### config.mk
export PLATFORM = sky130hd
export DESIGN_NAME = uart_tx_shifter_flat
export DESIGN_NICKNAME = d
export VERILOG_FILES = /design/src/rtl/uart_tx_shifter_if.sv /design/src/rtl/uart_tx_shifter.sv /design/src/flat_wrapper.sv
export SDC_FILE = /design/constraint.sdc
export NUM_CORES = 1
export LEC_CHECK = 0
export BUFFER_PORTS_ARGS = -buffer_cell sky130_fd_sc_hd__clkbuf_2
export CAP_MARGIN = 25
export CORE_UTILIZATION = 53
export CTS_BUF_LIST = sky130_fd_sc_hd__clkbuf_2
export CTS_CLUSTER_DIAMETER = 30
export DETAILED_ROUTE_END_ITERATION = 7
export GPL_ROUTABILITY_DRIVEN = 0
export PLACE_DENSITY = 0.79
export SLEW_MARGIN = 10
export SYNTH_ARGS = -nofsm -noshare
export SYNTH_HDL_FRONTEND = slang
export SYNTH_SLANG_ARGS = --single-unit
### constraint.sdc
create_clock -name CLOCK -period 1.8 [get_ports CLOCK]
set_input_delay 0.09 -clock CLOCK [delete_from_list [all_inputs] [get_ports CLOCK]]
set_output_delay 0.09 -clock CLOCK [all_outputs]
set_load 0.02 [all_outputs]
### src/rtl/uart_tx_shifter_if.sv
`default_nettype none
// ============================================================================
// Module   : uart_tx_shifter_if
// Purpose  : Byte handshake between a producer and the UART transmit shifter.
// Revision : 1.0
// ============================================================================
interface uart_tx_shifter_if;
    logic [7:0] tx_data;
    logic       tx_valid;
    logic       tx_ready;

    modport master (
        output tx_data,
        output tx_valid,
        input  tx_ready
    );

    modport slave (
        input  tx_data,
        input  tx_valid,
        output tx_ready
    );
endinterface
`default_nettype wire

### src/rtl/uart_tx_shifter.sv
`default_nettype none
// ============================================================================
// Module   : uart_tx_shifter
// Purpose  : Serialises one byte per 10-bit UART frame; per-bit periods come
//            from an external timing ROM with 2-cycle read latency.
// Revision : 1.0
// ============================================================================
module uart_tx_shifter #(
    parameter int WIDTH = 8
) (
    input  wire logic             CLOCK,
    input  wire logic             RESET_N,
    uart_tx_shifter_if.slave      tx_if,
    output logic [3:0]            rom_addr,
    input  wire logic [WIDTH-1:0] rom_data,
    output logic                  tx,
    output logic                  busy,
    output logic                  done
);

    typedef enum logic [1:0] {
        ST_WARM  = 2'd0,
        ST_IDLE  = 2'd1,
        ST_SHIFT = 2'd2
    } state_t;

    localparam logic [WIDTH-1:0] C_MIN_PERIOD = WIDTH'(3);
    localparam logic [WIDTH-1:0] C_ONE        = WIDTH'(1);
    localparam logic [3:0]       C_LAST_DATA  = 4'd8;
    localparam logic [3:0]       C_STOP_IDX   = 4'd9;

    state_t           r_state;
    state_t           w_state_nxt;
    logic             r_warm;
    logic             w_warm_nxt;
    logic [3:0]       r_idx;
    logic [3:0]       w_idx_nxt;
    logic [3:0]       r_rom_addr;
    logic [3:0]       w_rom_addr_nxt;
    logic [WIDTH-1:0] r_cnt;
    logic [WIDTH-1:0] w_cnt_nxt;
    logic [7:0]       r_shift;
    logic [7:0]       w_shift_nxt;
    logic             r_tx;
    logic             w_tx_nxt;
    logic             r_done;
    logic             w_done_nxt;

    logic [WIDTH-1:0] w_period;
    logic             w_expire;

    // Periods below 3 would let a bit end before its prefetched ROM word lands.
    assign w_period = (rom_data < C_MIN_PERIOD) ? C_MIN_PERIOD : rom_data;
    assign w_expire = (r_cnt <= C_ONE);

    assign tx_if.tx_ready = (r_state == ST_IDLE);
    assign busy           = (r_state == ST_SHIFT);
    assign rom_addr       = r_rom_addr;
    assign tx             = r_tx;
    assign done           = r_done;

    always_ff @(posedge CLOCK) begin
        if (!RESET_N) begin
            r_state    <= ST_WARM;
            r_warm     <= 1'b0;
            r_idx      <= 4'd0;
            r_rom_addr <= 4'd0;
            r_cnt      <= '0;
            r_shift    <= 8'd0;
            r_tx       <= 1'b1;
            r_done     <= 1'b0;
        end else begin
            r_state    <= w_state_nxt;
            r_warm     <= w_warm_nxt;
            r_idx      <= w_idx_nxt;
            r_rom_addr <= w_rom_addr_nxt;
            r_cnt      <= w_cnt_nxt;
            r_shift    <= w_shift_nxt;
            r_tx       <= w_tx_nxt;
            r_done     <= w_done_nxt;
        end
    end

    always_comb begin
        w_state_nxt    = r_state;
        w_warm_nxt     = r_warm;
        w_idx_nxt      = r_idx;
        w_rom_addr_nxt = r_rom_addr;
        w_cnt_nxt      = r_cnt;
        w_shift_nxt    = r_shift;
        w_tx_nxt       = r_tx;
        w_done_nxt     = 1'b0;

        case (r_state)
            ST_WARM: begin
                // Two cycles of address 0 let the ROM pipeline settle on index 0.
                w_rom_addr_nxt = 4'd0;
                w_tx_nxt       = 1'b1;
                if (r_warm) begin
                    w_state_nxt = ST_IDLE;
                    w_warm_nxt  = 1'b0;
                end else begin
                    w_warm_nxt  = 1'b1;
                end
            end

            ST_IDLE: begin
                w_rom_addr_nxt = 4'd0;
                w_tx_nxt       = 1'b1;
                if (tx_if.tx_valid) begin
                    w_state_nxt    = ST_SHIFT;
                    w_shift_nxt    = tx_if.tx_data;
                    w_tx_nxt       = 1'b0;
                    w_cnt_nxt      = w_period;
                    w_idx_nxt      = 4'd0;
                    w_rom_addr_nxt = 4'd1;
                end
            end

            ST_SHIFT: begin
                if (!w_expire) begin
                    w_cnt_nxt = r_cnt - C_ONE;
                end else if (r_idx == C_STOP_IDX) begin
                    w_state_nxt = ST_IDLE;
                    w_done_nxt  = 1'b1;
                    w_tx_nxt    = 1'b1;
                    w_idx_nxt   = 4'd0;
                    w_cnt_nxt   = '0;
                end else begin
                    w_idx_nxt = r_idx + 4'd1;
                    w_cnt_nxt = w_period;
                    if (r_idx == C_LAST_DATA) begin
                        // Entering the stop bit: prefetch the next frame's start period.
                        w_tx_nxt       = 1'b1;
                        w_rom_addr_nxt = 4'd0;
                    end else begin
                        w_tx_nxt       = r_shift[0];
                        w_shift_nxt    = {1'b0, r_shift[7:1]};
                        w_rom_addr_nxt = r_idx + 4'd2;
                    end
                end
            end

            default: begin
                w_state_nxt = ST_WARM;
                w_warm_nxt  = 1'b0;
            end
        endcase
    end

endmodule
`default_nettype wire

### src/flat_wrapper.sv
// flat-port wrapper written by rule: the top's interface ports become plain ports
module uart_tx_shifter_flat 
#(
    parameter int WIDTH = 8
)
  (CLOCK, RESET_N, rom_addr, rom_data, tx, busy, done, tx_if_tx_data, tx_if_tx_valid, tx_if_tx_ready);
  uart_tx_shifter_if tx_if_i ();
  input  wire logic CLOCK;
  input  wire logic RESET_N;
  output logic [3:0] rom_addr;
  input  wire logic [WIDTH-1:0] rom_data;
  output logic tx;
  output logic busy;
  output logic done;
  input wire logic [$bits(tx_if_i.tx_data)-1:0] tx_if_tx_data;
  input wire logic [$bits(tx_if_i.tx_valid)-1:0] tx_if_tx_valid;
  output wire logic [$bits(tx_if_i.tx_ready)-1:0] tx_if_tx_ready;
  assign tx_if_i.tx_data = tx_if_tx_data;
  assign tx_if_i.tx_valid = tx_if_tx_valid;
  assign tx_if_tx_ready = tx_if_i.tx_ready;
  uart_tx_shifter #(.WIDTH(WIDTH)) u_core (.CLOCK(CLOCK), .RESET_N(RESET_N), .tx_if(tx_if_i), .rom_addr(rom_addr), .rom_data(rom_data), .tx(tx), .busy(busy), .done(done));
endmodule
==> results.json <==
{
  "cp_max_fo": 5,
  "relSlewSlack_pct": 71.4,
  "design.core.area_um2": 3100,
  "outcome": "finished with violations",
  "synth_cell_types": 52,
  "grt-ovfl-total": 0,
  "maxSlewViolCount": 0,
  "viasPerCell": 6.03,
  "grt_pass1_wl_mm": 8.17,
  "fp-row-count": 20,
  "fin_util_pct": 80.7,
  "cp-end-kind": "flip-flop",
  "vias": 1886,
  "grt_start_max_net_pins": 17,
  "initial_core_util_pct": 57.1,
  "num_antenna_cells": 0,
  "cts_made_buffers": 5,
  "syn_area_um2": 1770,
  "place_worst_setup_slack_ns": -0.118,
  "holdWs_ns": 0.0422,
  "finalSetupViolCount": 4,
  "crit_path_cell_trace": "or4_4, or3_2, a21oi_2, a221oi_2",
  "syn-instance-count": 196,
  "syn_nets": 225,
  "cts_buffer_depth": 2,
  "die_w_um": 59.8,
  "io_buffers": 26,
  "r2r_end": "u_core.r_cnt[7]",
  "finalClockSkew_ns": 0.0169,
  "placed_cells": 293,
  "cpPeakStageDelay_ns": 0.61,
  "reg2reg_from": "u_core.r_cnt[5]",
  "synth_seq_cells": 29,
  "p_leak_nw": 1.04,
  "clock_latency_ns": 0.39,
  "firstDrtPassIters": 7,
  "power.total_mw": 3.41,
  "crit_type": "flip-flop to flip-flop",
  "rrSetupSlack_ns": -0.01,
  "wire_per_inst_um": 16.5,
  "synthToLayoutAreaGrowth_pct": 41.3,
  "setup_slack_ns": -0.0147,
  "holdPathEnd": "u_core.r_cnt[3]",
  "clockRootBuffer": "clkbuf_2",
  "final_layout_size_suffix_gt1_share_pct": 45.0,
  "min_from": "rom_data[3]",
  "min_path_cells": 3,
  "rsz0062_at_grt": "yes",
  "cts_tree": "done",
  "critPathSlowestCell": "or4_4",
  "yosysSeqAreaShare_pct": 32.8,
  "ant_nets": 0,
  "drtIter0Drc": 175,
  "tightest_slew_ns": 0.428,
  "violations": "setup timing",
  "irDropWorstVdd_v": 0.000891,
  "synth-edff-count": 0,
  "hold_class": "primary input to flip-flop",
  "antenna_found_initial": 0,
  "io_pins": 27,
  "worst-path-buf-inv": 0,
  "power.density_nw_per_um2": 1360,
  "worstPathRequired_ns": 2.09,
  "max_freq_mhz": 551,
  "period_needed_ns": 1.81,
  "period_share_pct": 101,
  "place_hpwl_mm": 3.34,
  "yosys_warnings": 0,
  "r2r.worst_path.cells": 4,
  "hold_viol_final": 0,
  "die_area_um2": 3580,
  "htreeDepth": 2,
  "cp.arrival_ns": 2.10,
  "die_h_um": 59.8,
  "cap_violations": 0,
  "drc_errors": 0,
  "synthFlopType": "dfxtp_1",
  "nets": 297,
  "cts.sinks": 29,
  "routed_wl_mm": 5.17,
  "grt_pass1_vias": 1806,
  "synthArstFlopShare_pct": 0,
  "clk_pin_slew_ns": 0.16,
  "path_delay_family": "simple AND/OR/NAND/NOR gates",
  "syn_area_per_cell_um2": 9.04,
  "globalRouteTotalUtil_pct": 31.1,
  "final_cells": 313,
  "critPathLaunchType": "flip-flop"
}
cell usage in the layout (no fill, tap or decap), types with 8 or more instances in the layout:
| master | n |
|---|---|
| buf_4 | 36 |
| nor2_1 | 8 |
| clkbuf_2 | 31 |
| dfxtp_1 | 24 |
| nand2_1 | 15 |
| o21ai_0 | 8 |
| a21oi_1 | 10 |
| nand3_1 | 8 |
tightest hold or removal path: stages:
cell	delay (ns)
clkbuf_2	0.09
mux2i_1	0.06
o22ai_1	0.13
layer usage:
| layer | track usage [%] | up-vias | share of wire (%) |
|---|---|---|---|
| met1 | 36.2 | 887 | 40 |
| met3 | 7.14 | 21 | 6.2 |
| met2 | 54.0 | 86 | 51 |
| met5 | 0 | - | 0 |
| li1 | - | 892 | - |
| met4 | 14.0 | 0 | 2.7 |
stage by stage:
| step | TNS, ns | cell area [um2] |
|---|---|---|
| detailed placement | -1.12 | 2180 |
| floorplan | 0 | 1810 |
| finish | -0.0368 | 2500 |
| global route | -0.882 | 2500 |
| global placement | -0.407 | 2180 |
| CTS | -0.00358 | 2430 |
cell families after synthesis:
| kind of cell | count (synthesis) | share of synthesized area, % |
|---|---|---|
| muxes | 9 | 5.23 |
| DFF | 29 | 32.8 |
| buffers and inverters | 20 | 6.92 |
| AOI/OAI and AO/OA | 58 | 24.8 |
| xor gates and xnor gates | 2 | 0.989 |
| adders and majority gates | 10 | 7.06 |
| and+or+nand+nor | 68 | 22.2 |
cells in the mapped netlist (3+ instances only):
master     n  area, um2
nand3b_1   4       30.0
o21ai_0   10       50.1
nand2_1   16       60.1
inv_1     11       41.3
a21oi_1   11       55.1
nor2_1     9       33.8
o21a_1     7       52.6
a31oi_1    5       31.3
nand3_1    9       45.0
o211ai_1   3       22.5
buf_6      3       33.8
ha_1      10        125
o221a_2    7       78.8
nor3_1     4       20.0
mux2i_1    7       70.1
nor4_1     5       31.3
nand4_1    3       18.8
dfxtp_1   29        581
state kept, by name, summed over array words and instances (netlist names):
| signal | cells |
|---|---|
| u_core.r_cnt | 8 |
| u_core.r_warm | 1 |
| u_core.r_state | 2 |
| u_core.tx | 1 |
| u_core.r_shift | 8 |
| u_core.r_idx | 4 |
| u_core.done | 1 |
| u_core.rom_addr | 4 |
repair_timing:
item	in CTS	in global routing
endpoints found under the hold margin	6	1
setup endpoints to repair	23	26
gates resized for setup	22	15
hold buffers	6	1
pin swaps	7	6
buffers inserted	4	1
report_power, final:
group          internal, mW  switching [mW]  total [mW]
combinational         0.896           0.988        1.88
sequential            0.794           0.109       0.903
clock                 0.372           0.255       0.628
total                  2.06            1.35        3.41
area by class of cell:
class	count	area, um2
sequential	29	587
clock inverter	3	65.1
timing repair buffer	74	527
multi-input combinational	147	1200
clock buffer	5	25.0
inverter	11	41.3
fill	215	599
tap	44	55.1
how the worst max path moves through the flow:
stage | depth (start not counted) | from | to | slack [ns]
floorplan | 7 | u_core.r_cnt[0] | u_core.r_cnt[4] | 0.02
detailed placement | 6 | u_core.r_state[1] | u_core.r_cnt[5] | -0.12
global placement | 6 | u_core.r_state[0] | u_core.r_cnt[5] | -0.1
finish | 4 | u_core.r_cnt[5] | u_core.r_cnt[7] | -0.01
CTS | 4 | u_core.r_cnt[5] | u_core.r_cnt[0] | -0.004
global route | 7 | u_core.r_idx[1] | u_core.r_cnt[0] | -0.13
(Power assumes the default switching activity.)
